## src/rtl/debounce_bank_if.sv

```systemverilog
`default_nettype none
// ============================================================================
// Module      : debounce_bank_if
// Description : Button-side bundle of debounce_bank: raw levels in, debounced
//               levels and event pulses out.
// Revision    : 1.0 - initial release
// ============================================================================
interface debounce_bank_if #(
   parameter int N = 4
);
   logic [N-1:0] pbi;
   logic [N-1:0] pbo;
   logic [N-1:0] rise;
   logic [N-1:0] fall;
   logic [N-1:0] rpt;

   modport master (output pbi, input pbo, input rise, input fall, input rpt);
   modport slave  (input pbi, output pbo, output rise, output fall, output rpt);
endinterface
`default_nettype wire

```

## src/rtl/debounce_bank.sv

```systemverilog
`default_nettype none
// ============================================================================
// Module      : debounce_bank
// Description : N independent pushbutton conditioners: 2-flop synchroniser,
//               stability-window debounce, press/release pulses, auto-repeat.
// Revision    : 1.0 - initial release
// ============================================================================
module debounce_bank #(
   parameter int N             = 4,
   parameter int LIMIT         = 1000000,
   parameter int REPEAT_DELAY  = 50000000,
   parameter int REPEAT_PERIOD = 10000000
) (
   input  logic           clk,
   input  logic           reset,
   debounce_bank_if.slave bus
);
   localparam int CNT_W    = $clog2(LIMIT);
   localparam int HOLD_MAX = (REPEAT_DELAY > REPEAT_PERIOD) ? REPEAT_DELAY : REPEAT_PERIOD;
   localparam int HOLD_W   = $clog2(HOLD_MAX + 1);
   localparam bit RPT_EN   = (REPEAT_DELAY > 0);

   localparam logic [CNT_W-1:0]  CNT_LAST    = CNT_W'(LIMIT - 1);
   // Hold counter targets: it has counted D-1 / P-1 edges when the pulse is due.
   localparam logic [HOLD_W-1:0] HOLD_FIRST  = HOLD_W'(RPT_EN ? REPEAT_DELAY - 1 : 0);
   localparam logic [HOLD_W-1:0] HOLD_PERIOD = HOLD_W'(REPEAT_PERIOD - 1);

   logic [N-1:0] w_pbo;
   logic [N-1:0] w_rise;
   logic [N-1:0] w_fall;
   logic [N-1:0] w_rpt;

   for (genvar g = 0; g < N; g++) begin : g_ch
      logic [1:0]        r_sync;
      logic [CNT_W-1:0]  r_cnt;
      logic [HOLD_W-1:0] r_hold;
      logic              r_rep;
      logic              r_pbo;
      logic              r_rise;
      logic              r_fall;
      logic              r_rpt;

      logic              w_s;
      logic              w_accept;
      logic              w_hit;
      logic [HOLD_W-1:0] w_target;

      assign w_s      = r_sync[1];
      assign w_accept = (w_s != r_pbo) && (r_cnt == CNT_LAST);
      assign w_target = r_rep ? HOLD_PERIOD : HOLD_FIRST;
      // Suppressed on the release edge so rpt never lands in the fall cycle.
      assign w_hit    = RPT_EN && r_pbo && !w_accept && (r_hold == w_target);

      always_ff @(posedge clk or posedge reset) begin
         if (reset) begin
            r_sync <= '0;
            r_cnt  <= '0;
            r_pbo  <= 1'b0;
            r_rise <= 1'b0;
            r_fall <= 1'b0;
         end else begin
            r_sync <= {r_sync[0], bus.pbi[g]};
            r_rise <= w_accept && w_s;
            r_fall <= w_accept && !w_s;
            if (w_s == r_pbo) begin
               r_cnt <= '0;
            end else if (w_accept) begin
               r_pbo <= w_s;
               r_cnt <= '0;
            end else begin
               r_cnt <= r_cnt + 1'b1;
            end
         end
      end

      always_ff @(posedge clk or posedge reset) begin
         if (reset) begin
            r_hold <= '0;
            r_rep  <= 1'b0;
            r_rpt  <= 1'b0;
         end else begin
            r_rpt <= w_hit;
            if (w_accept || !r_pbo) begin
               r_hold <= '0;
               r_rep  <= 1'b0;
            end else if (w_hit) begin
               r_hold <= '0;
               r_rep  <= 1'b1;
            end else if (RPT_EN) begin
               r_hold <= r_hold + 1'b1;
            end
         end
      end

      assign w_pbo[g]  = r_pbo;
      assign w_rise[g] = r_rise;
      assign w_fall[g] = r_fall;
      assign w_rpt[g]  = r_rpt;
   end

   assign bus.pbo  = w_pbo;
   assign bus.rise = w_rise;
   assign bus.fall = w_fall;
   assign bus.rpt  = w_rpt;
endmodule
`default_nettype wire
```

## src/flat_wrapper.sv

```systemverilog
// flat-port wrapper written by rule: the top's interface ports become plain ports
module debounce_bank_flat 
#(
   parameter int N             = 4,
   parameter int LIMIT         = 1000000,
   parameter int REPEAT_DELAY  = 50000000,
   parameter int REPEAT_PERIOD = 10000000
)
  (clk, reset, bus_pbi, bus_pbo, bus_rise, bus_fall, bus_rpt);
  debounce_bank_if #(.N(N)) bus_i ();
  input  logic clk;
  input  logic reset;
  input wire logic [$bits(bus_i.pbi)-1:0] bus_pbi;
  output wire logic [$bits(bus_i.pbo)-1:0] bus_pbo;
  output wire logic [$bits(bus_i.rise)-1:0] bus_rise;
  output wire logic [$bits(bus_i.fall)-1:0] bus_fall;
  output wire logic [$bits(bus_i.rpt)-1:0] bus_rpt;
  assign bus_i.pbi = bus_pbi;
  assign bus_pbo = bus_i.pbo;
  assign bus_rise = bus_i.rise;
  assign bus_fall = bus_i.fall;
  assign bus_rpt = bus_i.rpt;
  debounce_bank #(.N(N), .LIMIT(LIMIT), .REPEAT_DELAY(REPEAT_DELAY), .REPEAT_PERIOD(REPEAT_PERIOD)) u_core (.clk(clk), .reset(reset), .bus(bus_i));
endmodule
```

## config.mk

```make
export PLATFORM = sky130hd
export DESIGN_NAME = debounce_bank_flat
export DESIGN_NICKNAME = d
export VERILOG_FILES = /design/src/rtl/debounce_bank_if.sv /design/src/rtl/debounce_bank.sv /design/src/flat_wrapper.sv
export SDC_FILE = /design/constraint.sdc
export NUM_CORES = 1
export LEC_CHECK = 0
export ABC_CLOCK_PERIOD_IN_PS = 20700
export CORE_AREA = 5 5 146 148
export CTS_CLUSTER_DIAMETER = 80
export DETAILED_ROUTE_END_ITERATION = 10
export DIE_AREA = 0 0 151 153
export GPL_TIMING_DRIVEN = 0
export MAX_ROUTING_LAYER = met4
export PLACE_DENSITY = 0.71
export SLEW_MARGIN = 20
export SYNTH_ARGS = -nofsm -noshare
export SYNTH_HDL_FRONTEND = slang
export SYNTH_SLANG_ARGS = --single-unit
```

## constraint.sdc

```tcl
create_clock -name clk -period 20.7 [get_ports clk]
set_input_delay 4.14 -clock clk [delete_from_list [all_inputs] [get_ports clk]]
set_output_delay 4.14 -clock clk [all_outputs]
set_load 0.01 [all_outputs]
```

==> results of run 1 <==
==> power by group through the flow <==
| stage | clock network, mW | registers [mW] | logic, mW |
|---|---|---|---|
| finish | 0.453 | 0.420 | 0.0174 |
| detailed placement | 0 | 0.427 | 0.0181 |
| CTS | 0.463 | 0.420 | 0.0183 |
| global placement | 0 | 0.428 | 0.0165 |
| global route | 0.480 | 0.420 | 0.0207 |
| floorplan | 0 | 0.427 | 0.0115 |
==> final cells by class <==
class | count | area (um^2) | area share
Buffer | 60 | 315.3 | 0.02575
Tap cell | 270 | 337.8 | 0.02758
Timing Repair Buffer | 23 | 265.3 | 0.02166
Inverter | 17 | 71.32 | 0.005823
Clock inverter | 10 | 163.9 | 0.01338
Clock buffer | 34 | 698.2 | 0.05701
Sequential cell | 212 | 5305 | 0.4332
Multi-Input combinational cell | 775 | 5090 | 0.4156
==> flip-flops by register name, indices dropped and copies added (netlist names) <==
signal / count
u_core.g_ch.r_rise: 4
u_core.g_ch.r_sync: 8
u_core.g_ch.r_cnt: 80
u_core.g_ch.r_hold: 104
u_core.g_ch.r_fall: 4
u_core.g_ch.r_pbo: 4
u_core.g_ch.r_rep: 4
u_core.g_ch.r_rpt: 4
==> final timing paths <==
kind                                        endpoint  slack (ns)  depth (start not counted)
min reg2reg                 u_core.g_ch[1].r_sync[1]        0.35                          0
max                                       bus_pbo[2]       14.89                          2
min                         u_core.g_ch[1].r_sync[1]        0.35                          0
min in group asynchronous  u_core.g_ch[3].r_hold[21]        3.94                          2
max in group asynchronous   u_core.g_ch[1].r_hold[6]       15.62                          4
max reg2reg                u_core.g_ch[0].r_hold[16]       17.85                          7
==> metal layers <==
metal	routed length, um	global-route usage	vias to the layer above
met5	0	-	-
met3	668	0.02784	33
met2	10140	0.3033	128
met4	388	0.04188	0
li1	-	-	4091
met1	10640	0.2875	4115
==> synthesized netlist by cell type, types with 8 or more instances <==
| cell | count |
|---|---|
| a211oi_1 | 47 |
| a21oi_1 | 27 |
| and2_1 | 10 |
| and3_1 | 17 |
| and4_1 | 28 |
| buf_4 | 21 |
| clkbuf_1 | 35 |
| dfrtp_1 | 212 |
| ha_1 | 8 |
| inv_1 | 17 |
| nand2_1 | 57 |
| nand3_1 | 62 |
| nand4_1 | 65 |
| nor2_1 | 61 |
| nor3_1 | 62 |
| nor3b_1 | 11 |
| nor4b_1 | 9 |
| o21ai_0 | 45 |
| o31ai_1 | 27 |
| or3_1 | 45 |
| or4_1 | 36 |
| xnor2_1 | 28 |
| xor2_1 | 70 |
==> kinds of logic after synthesis <==
| logic type | Yosys count |
|---|---|
| fa+ha+maj | 8 |
| buf+inv | 77 |
| xor+xnor | 98 |
| mux | 5 |
| flops | 212 |
| compound gates | 166 |
| simple gates | 498 |
==> per-stage QoR <==
stage          hold slack, ns  instance area [um^2]  utilization  instances  total power, mW
2_1_floorplan          0.3312                 10760            -       1064           0.4384
3_3_place_gp           0.3334                 11310       0.5682       1355           0.4441
3_5_place_dp           0.3347                 11380       0.5718       1357           0.4456
4_1_cts                0.3480                 12250       0.6151       1401           0.9014
5_1_grt                0.3524                 12250       0.6151       1401           0.9205
6_report               0.3474                 12250       0.6151       1401           0.8905
==> worst register-to-register path, cell delays in order (launching register included) <==
cell and delay (ns):
dfrtp_1 0.37, ha_1 0.21, and4_1 0.19, clkbuf_1 0.33, nand3_1 0.21, a2111oi_2 0.84, clkbuf_1 0.45, a211oi_1 0.09
==> metrics.md, run 1 <==
| Metric | Value |
|---|---|
| Status | complete, no violations |
| Internal | 0.7067 mW |
| GRT overflow | 0 |
| Synth top area cells | dfrtp_1 49%, xor2_1 5.7%, nand4_1 3.8%, a211oi_1 3.3%, nand3_1 2.9% |
| Drt wl/cell | 15.59 um |
| Pleak | 4.634 nW |
| DR pass1 iterations | 5 |
| Critical Path Max Stage Delay | 0.52 ns |
| YS warnings | 0 |
| Clock-pin slew on the worst setup and hold paths | 0.06 ns |
| Register bit count reported by yosys | 212 |
| Number of synthesized flops with an enable pin | 0 |
| Site Rows | 52 |
| PortBufs | 21 |
| Worst-path fanout max | 7 |
| MaxCap Viol Count | 0 |
| Comb pwr share | 0.020 |
| Worst skew pair latency | 0.52 ns |
| Vias in the first global route | 8037 |
| Commonest non-fill, non-tap cell in the layout | dfrtp_1 |
| Hold buffers post-CTS | 0 |
| Post-Syn Nets | 1078 |
| Tmin final | 5.807 ns |
| Final ANT Viol Nets | 0 |
| # clock sinks | 212 |
| Switch share | 0.2064 |
| Crit. End Element | output port |
| Post-Syn Area | 0.01076 mm^2 |
| Clk pwr share | 0.509 |
| Total routed wirelength | 21.84 mm |
| Largest net degree at the start of global routing | 99 |
| Total CTS buffers | 24 |
| CP required | 16.56 ns |
| Post-synth top area cell | dfrtp_1 |
| Crit path cell chain | buf_4, clkdlybuf4s50_1 |
| Worst Clk Skew | 0.01791 ns |
| Area delta synth->final | 13.77% |
| FILL cells | 1684 |
| Worst setup margin | 14.89 ns |
| Synth unique cells | 48 |
| Top FF cell, synth | dfrtp_1 |
| Multiplexer share of the synthesized area | 0.005114 |
| DIE WIDTH | 151 um |
| Share of layout cells above drive strength 1 | 0.08842 |
| Startpoint class of the critical path | flop |
| Simple-gate share of the synthesized area | 0.2671 |
| Register share of total power | 0.472 |
| Die H | 153 um |
| WS Path Type | reg -> out |
| Initial antenna violation count | 0 |
| Hold WC Path Type | reg -> reg |
| DRT iter0 DRCs | 484 |
| Complex-gate fraction of the synthesized area | 0.1107 |
| Crit path from | u_core.g_ch[2].r_pbo |
| PD cells | 72.71 mW/mm^2 |
| Main combinational cell family by area after synthesis | simple AND/OR/NAND/NOR gates |
| P_sw | 0.1838 mW |
| DRC Markers | 0 |
| Global-route wire length before repair | 38.44 mm |
| Overall routing resource usage | 0.1992 |
| Post-Syn Instances | 1064 |
| Register area share after synthesis | 0.4929 |
| Post-synthesis adder-cell area fraction | 0.009299 |
| Htree depth | 1 |
| Setup-failing EPs final | 0 |
| CP max-delay cell | clkdlybuf4s50_1 |
| Worst slew pin tran | 1.045 ns |
| Die Footprint | 0.02310 mm^2 |
| DP Worst Slack | 15.01 ns |
| CP arrival | 1.67 ns |
| Via Count | 8367 |
| Core ar. | 0.01991 mm^2 |
| Final setup TNS | 0 ns |
| N_diodes | 0 |
| Max Buffers Root-to-Sink | 3 |
| HP Start | u_core.g_ch[1].r_sync[0] |
| Root Driver | clkbuf_16 |
| GPL Wtd Cong | 0.8280 |
| Final slew viol count | 0 |
| Max IR drop VDD | 0.06197 mV |
| Crit path max-delay family | buffers and inverters |
| Peak Freq | 0.1722 GHz |
| PostCTS Resize Cnt | 0 |
| Most frequent cells in the layout | 212 x dfrtp_1, 70 x xor2_1, 65 x nand4_1 |
| Slew headroom | 0.2960 |
| Launch point of the worst reg-to-reg path | u_core.g_ch[0].r_hold[0] |
| RSZ-0062 raised after global routing | false |
| Via density | 5.972 |
| CTS tree | done |
| # IOs | 22 |
| Worst Path Buf+Inv | 2 |
| Initial core utilization | 0.5407 |
| Fraction of registers with async set or reset after synthesis | 1.000 |
| Tcrit/Tclk final | 0.2805 |
| Syn_area_per_cell | 10.12 um^2 |
| Nets@finish | 1127 |
| Setup bufs post-CTS | 0 |
| Top cell type's share of synthesized area | 0.4929 |
| Hold Fails Final Rpt | 0 |
| HPWL Detailed | 14.17 mm |
| XOR/XNOR share of the synthesized area | 0.07974 |
(Power assumes the default switching activity.)
==> run 2: changes to the inputs <==
--- a/config.mk
+++ b/config.mk
@@ -5,7 +5,7 @@
 export SDC_FILE = /design/constraint.sdc
 export NUM_CORES = 1
 export LEC_CHECK = 0
-export ABC_CLOCK_PERIOD_IN_PS = 20700
+export ABC_CLOCK_PERIOD_IN_PS = 5650
 export CORE_AREA = 5 5 146 148
 export CTS_CLUSTER_DIAMETER = 80
 export DETAILED_ROUTE_END_ITERATION = 10
==> constraint.sdc (replaced) <==
create_clock -name clk -period 5.65 [get_ports clk]
set_input_delay 1.13 -clock clk [delete_from_list [all_inputs] [get_ports clk]]
set_output_delay 1.13 -clock clk [all_outputs]
set_load 0.01 [all_outputs]
==> metrics.md, run 2 (synthesis gave the netlist of run 1 again) <==
| Metric | Value |
|---|---|
| R2r worst-path depth | 7 (unchanged) |
| DIE WIDTH | 151 um (unchanged) |
| Register share of total power | 0.485 (was 0.472) |
| CP required | 6.02 ns (was 16.56 ns) |
| Final setup TNS | 0 ns (unchanged) |
| Hold WC Path Type | reg -> reg (unchanged) |
| Endpoint, Worst Hold | u_core.g_ch[0].r_sync[1] (was u_core.g_ch[1].r_sync[1]) |
| Largest regs | u_core.g_ch.r_hold (104), u_core.g_ch.r_cnt (80), u_core.g_ch.r_sync (8) (unchanged) |
| CP arrival | 3.27 ns (was 1.67 ns) |
| Worst slew pin tran | 1.113 ns (was 1.045 ns) |
| Biggest register | u_core.g_ch.r_hold (unchanged) |
| DRT iter0 DRCs | 485 (was 484) |
| PostCTS Resize Cnt | 0 (unchanged) |
| Initial antenna violation count | 0 (unchanged) |
| Share of layout cells above drive strength 1 | 0.09267 (was 0.08842) |
| MaxCap Viol Count | 0 (unchanged) |
| Placed cell area | 0.01147 mm^2 (was 0.01138 mm^2) |
| Worst skew pair latency | 0.51 ns (was 0.52 ns) |
| CTS tree | done (unchanged) |
| Internal | 2.513 mW (was 0.7067 mW) |
| Die Footprint | 0.02310 mm^2 (unchanged) |
| WS Path Type | reg -> reg (was reg -> out) |
| Cell area after layout | 0.01228 mm^2 (was 0.01225 mm^2) |
| Overall routing resource usage | 0.1977 (was 0.1992) |
| RSZ-0062 raised after global routing | false (unchanged) |
| Htree depth | 1 (unchanged) |
| Area delta synth->final | 14.12% (was 13.77%) |
| Clk pwr share | 0.492 (was 0.509) |
| Clock-pin slew on the worst setup and hold paths | 0.06 ns (about the same) |
| Hold buffers post-CTS | 0 (unchanged) |
| Tmin final | 2.896 ns |
| Crit Reg-Reg Endpoint | u_core.g_ch[0].r_hold[20] (was u_core.g_ch[0].r_hold[16]) |
| Switch share | 0.2076 (was 0.2064) |
| Vias in the first global route | 7938 (was 8037) |
| # clock sinks | 212 (unchanged) |
| Most frequent cells in the layout | 212 x dfrtp_1, 70 x xor2_1, 65 x nand4_1 (unchanged) |
| GPL Wtd Cong | 0.8111 (was 0.8280) |
| Hold Fails Final Rpt | 0 (unchanged) |
| Startpoint class of the critical path | flop (unchanged) |
| P_sw | 0.6586 mW (was 0.1838 mW) |
| Launch point of the worst reg-to-reg path | u_core.g_ch[0].r_hold[0] (unchanged) |
| FF/Latch Area | 0.005305 mm^2 (unchanged) |
| HPWL Detailed | 14.64 mm (was 14.17 mm) |
| Comb pwr share | 0.023 (was 0.020) |
| Crit. End Element | flop (was output port) |
| Initial core utilization | 0.5407 (unchanged) |
| Root Driver | clkbuf_16 (unchanged) |
| Max IR drop VDD | 0.2020 mV (was 0.06197 mV) |
| N_diodes | 0 (unchanged) |
| # IOs | 22 (unchanged) |
| Final slew viol count | 0 (unchanged) |
| Max reg flops | 104 (unchanged) |
| Worst hold stages | 0 (unchanged) |
| DP Worst Slack | 2.778 ns (was 15.01 ns) |
| Die H | 153 um (unchanged) |
| Via density | 5.922 (was 5.972) |
| Core ar. | 0.01991 mm^2 (unchanged) |
| Peak Freq | 0.3453 GHz |
| Final ANT Viol Nets | 0 (unchanged) |
| HP Start | u_core.g_ch[0].r_sync[0] (was u_core.g_ch[1].r_sync[0]) |
| Multi-input logic area | 0.005090 mm^2 (unchanged) |
| Crit path from | u_core.g_ch[0].r_hold[0] (was u_core.g_ch[2].r_pbo) |
| PortBufs | 21 (unchanged) |
| PD cells | 258.2 mW/mm^2 (was 72.71 mW/mm^2) |
| Status | complete, no violations (unchanged) |
| Site Rows | 52 (unchanged) |
| Commonest non-fill, non-tap cell in the layout | dfrtp_1 (unchanged) |
| DR pass1 iterations | 5 (unchanged) |
| Total CTS buffers | 24 (unchanged) |
| Total routed wirelength | 21.87 mm (was 21.84 mm) |
| Largest net degree at the start of global routing | 34 (was 99) |
| Max Buffers Root-to-Sink | 3 (unchanged) |
| Slew headroom | 0.2563 (was 0.2960) |
| Register-to-Register Setup Slack | 2.75 ns (was 17.85 ns) |
| Pleak | 4.653 nW (was 4.634 nW) |
| Drt wl/cell | 15.59 um (about the same) |
| Global-route wire length before repair | 38.19 mm (was 38.44 mm) |
| FILL cells | 1696 (was 1684) |
| Setup-failing EPs final | 0 (unchanged) |
| Nets@finish | 1132 (was 1127) |
| Tcrit/Tclk final | 0.5126 |
| Via Count | 8309 (was 8367) |
| GRT overflow | 0 (unchanged) |
| DRC Markers | 0 (unchanged) |
| Worst setup margin | 2.754 ns (was 14.89 ns) |
| Setup bufs post-CTS | 0 (unchanged) |
| Worst Clk Skew | 0.008196 ns (was 0.01791 ns) |
| Worst-path fanout max | 10 (was 7) |
==> run 2: routing by layer <==
layer  track usage  part of all wire  wire [um]  up-vias
met4       0.05009             0.021        466        0
met3       0.02399             0.030        652       36
li1              -                 -          -     4088
met1        0.2778              0.48      10410     4060
met2        0.3077              0.47      10340      125
met5             -                 0          0        -
==> run 2: power by group through the flow <==
stage / Sequential [mW] / Clock [mW] / Combinational (mW)
floorplan: 1.56 / 0 / 0.0425
global placement: 1.57 / 0 / 0.0607
detailed placement: 1.57 / 0 / 0.0739
CTS: 1.54 / 1.61 / 0.0749
global route: 1.54 / 1.66 / 0.0843
finish: 1.54 / 1.56 / 0.0715
==> run 2: layout make-up <==
cell class / count / area share
well taps: 270 / 0.02750
plain buffers: 60 / 0.02567
multi-input cells: 775 / 0.4143
clock buffers: 35 / 0.06132
inverters: 17 / 0.005500
flip-flops and latches: 212 / 0.4319
repair buffers: 28 / 0.02913
clock inverters: 6 / 0.004685
==> run 2: worst max path at each step <==
stage	end	slack (ns)	cells after the start
finish	u_core.g_ch[0].r_hold[20]	2.75	7
global placement	u_core.g_ch[1].r_sync[1]	0.13	2
floorplan	u_core.g_ch[0].r_cnt[0]	1.76	1
detailed placement	u_core.g_ch[0].r_hold[15]	2.78	7
CTS	u_core.g_ch[0].r_hold[7]	2.76	7
global route	u_core.g_ch[0].r_hold[7]	2.54	7
==> run 2: through the flow <==
| stage | hold slack [ns] | total power, mW | util | instances |
|---|---|---|---|---|
| finish | 0.3489 | 3.172 | 0.6170 | 1403 |
| global route | 0.3487 | 3.288 | 0.6170 | 1403 |
| CTS | 0.3476 | 3.219 | 0.6170 | 1403 |
| detailed placement | 0.3379 | 1.640 | 0.5763 | 1362 |
| global placement | 0.3361 | 1.627 | 0.5684 | 1355 |
| floorplan | 0.3312 | 1.607 | - | 1064 |
==> run 2: critical path, stage by stage (launching register included) <==
cell and delay (ns):
dfrtp_1 0.38, ha_1 0.21, and4_1 0.19, clkbuf_1 0.32, nand3_1 0.20, a2111oi_2 0.89, clkbuf_1 0.46, a211oi_1 0.10
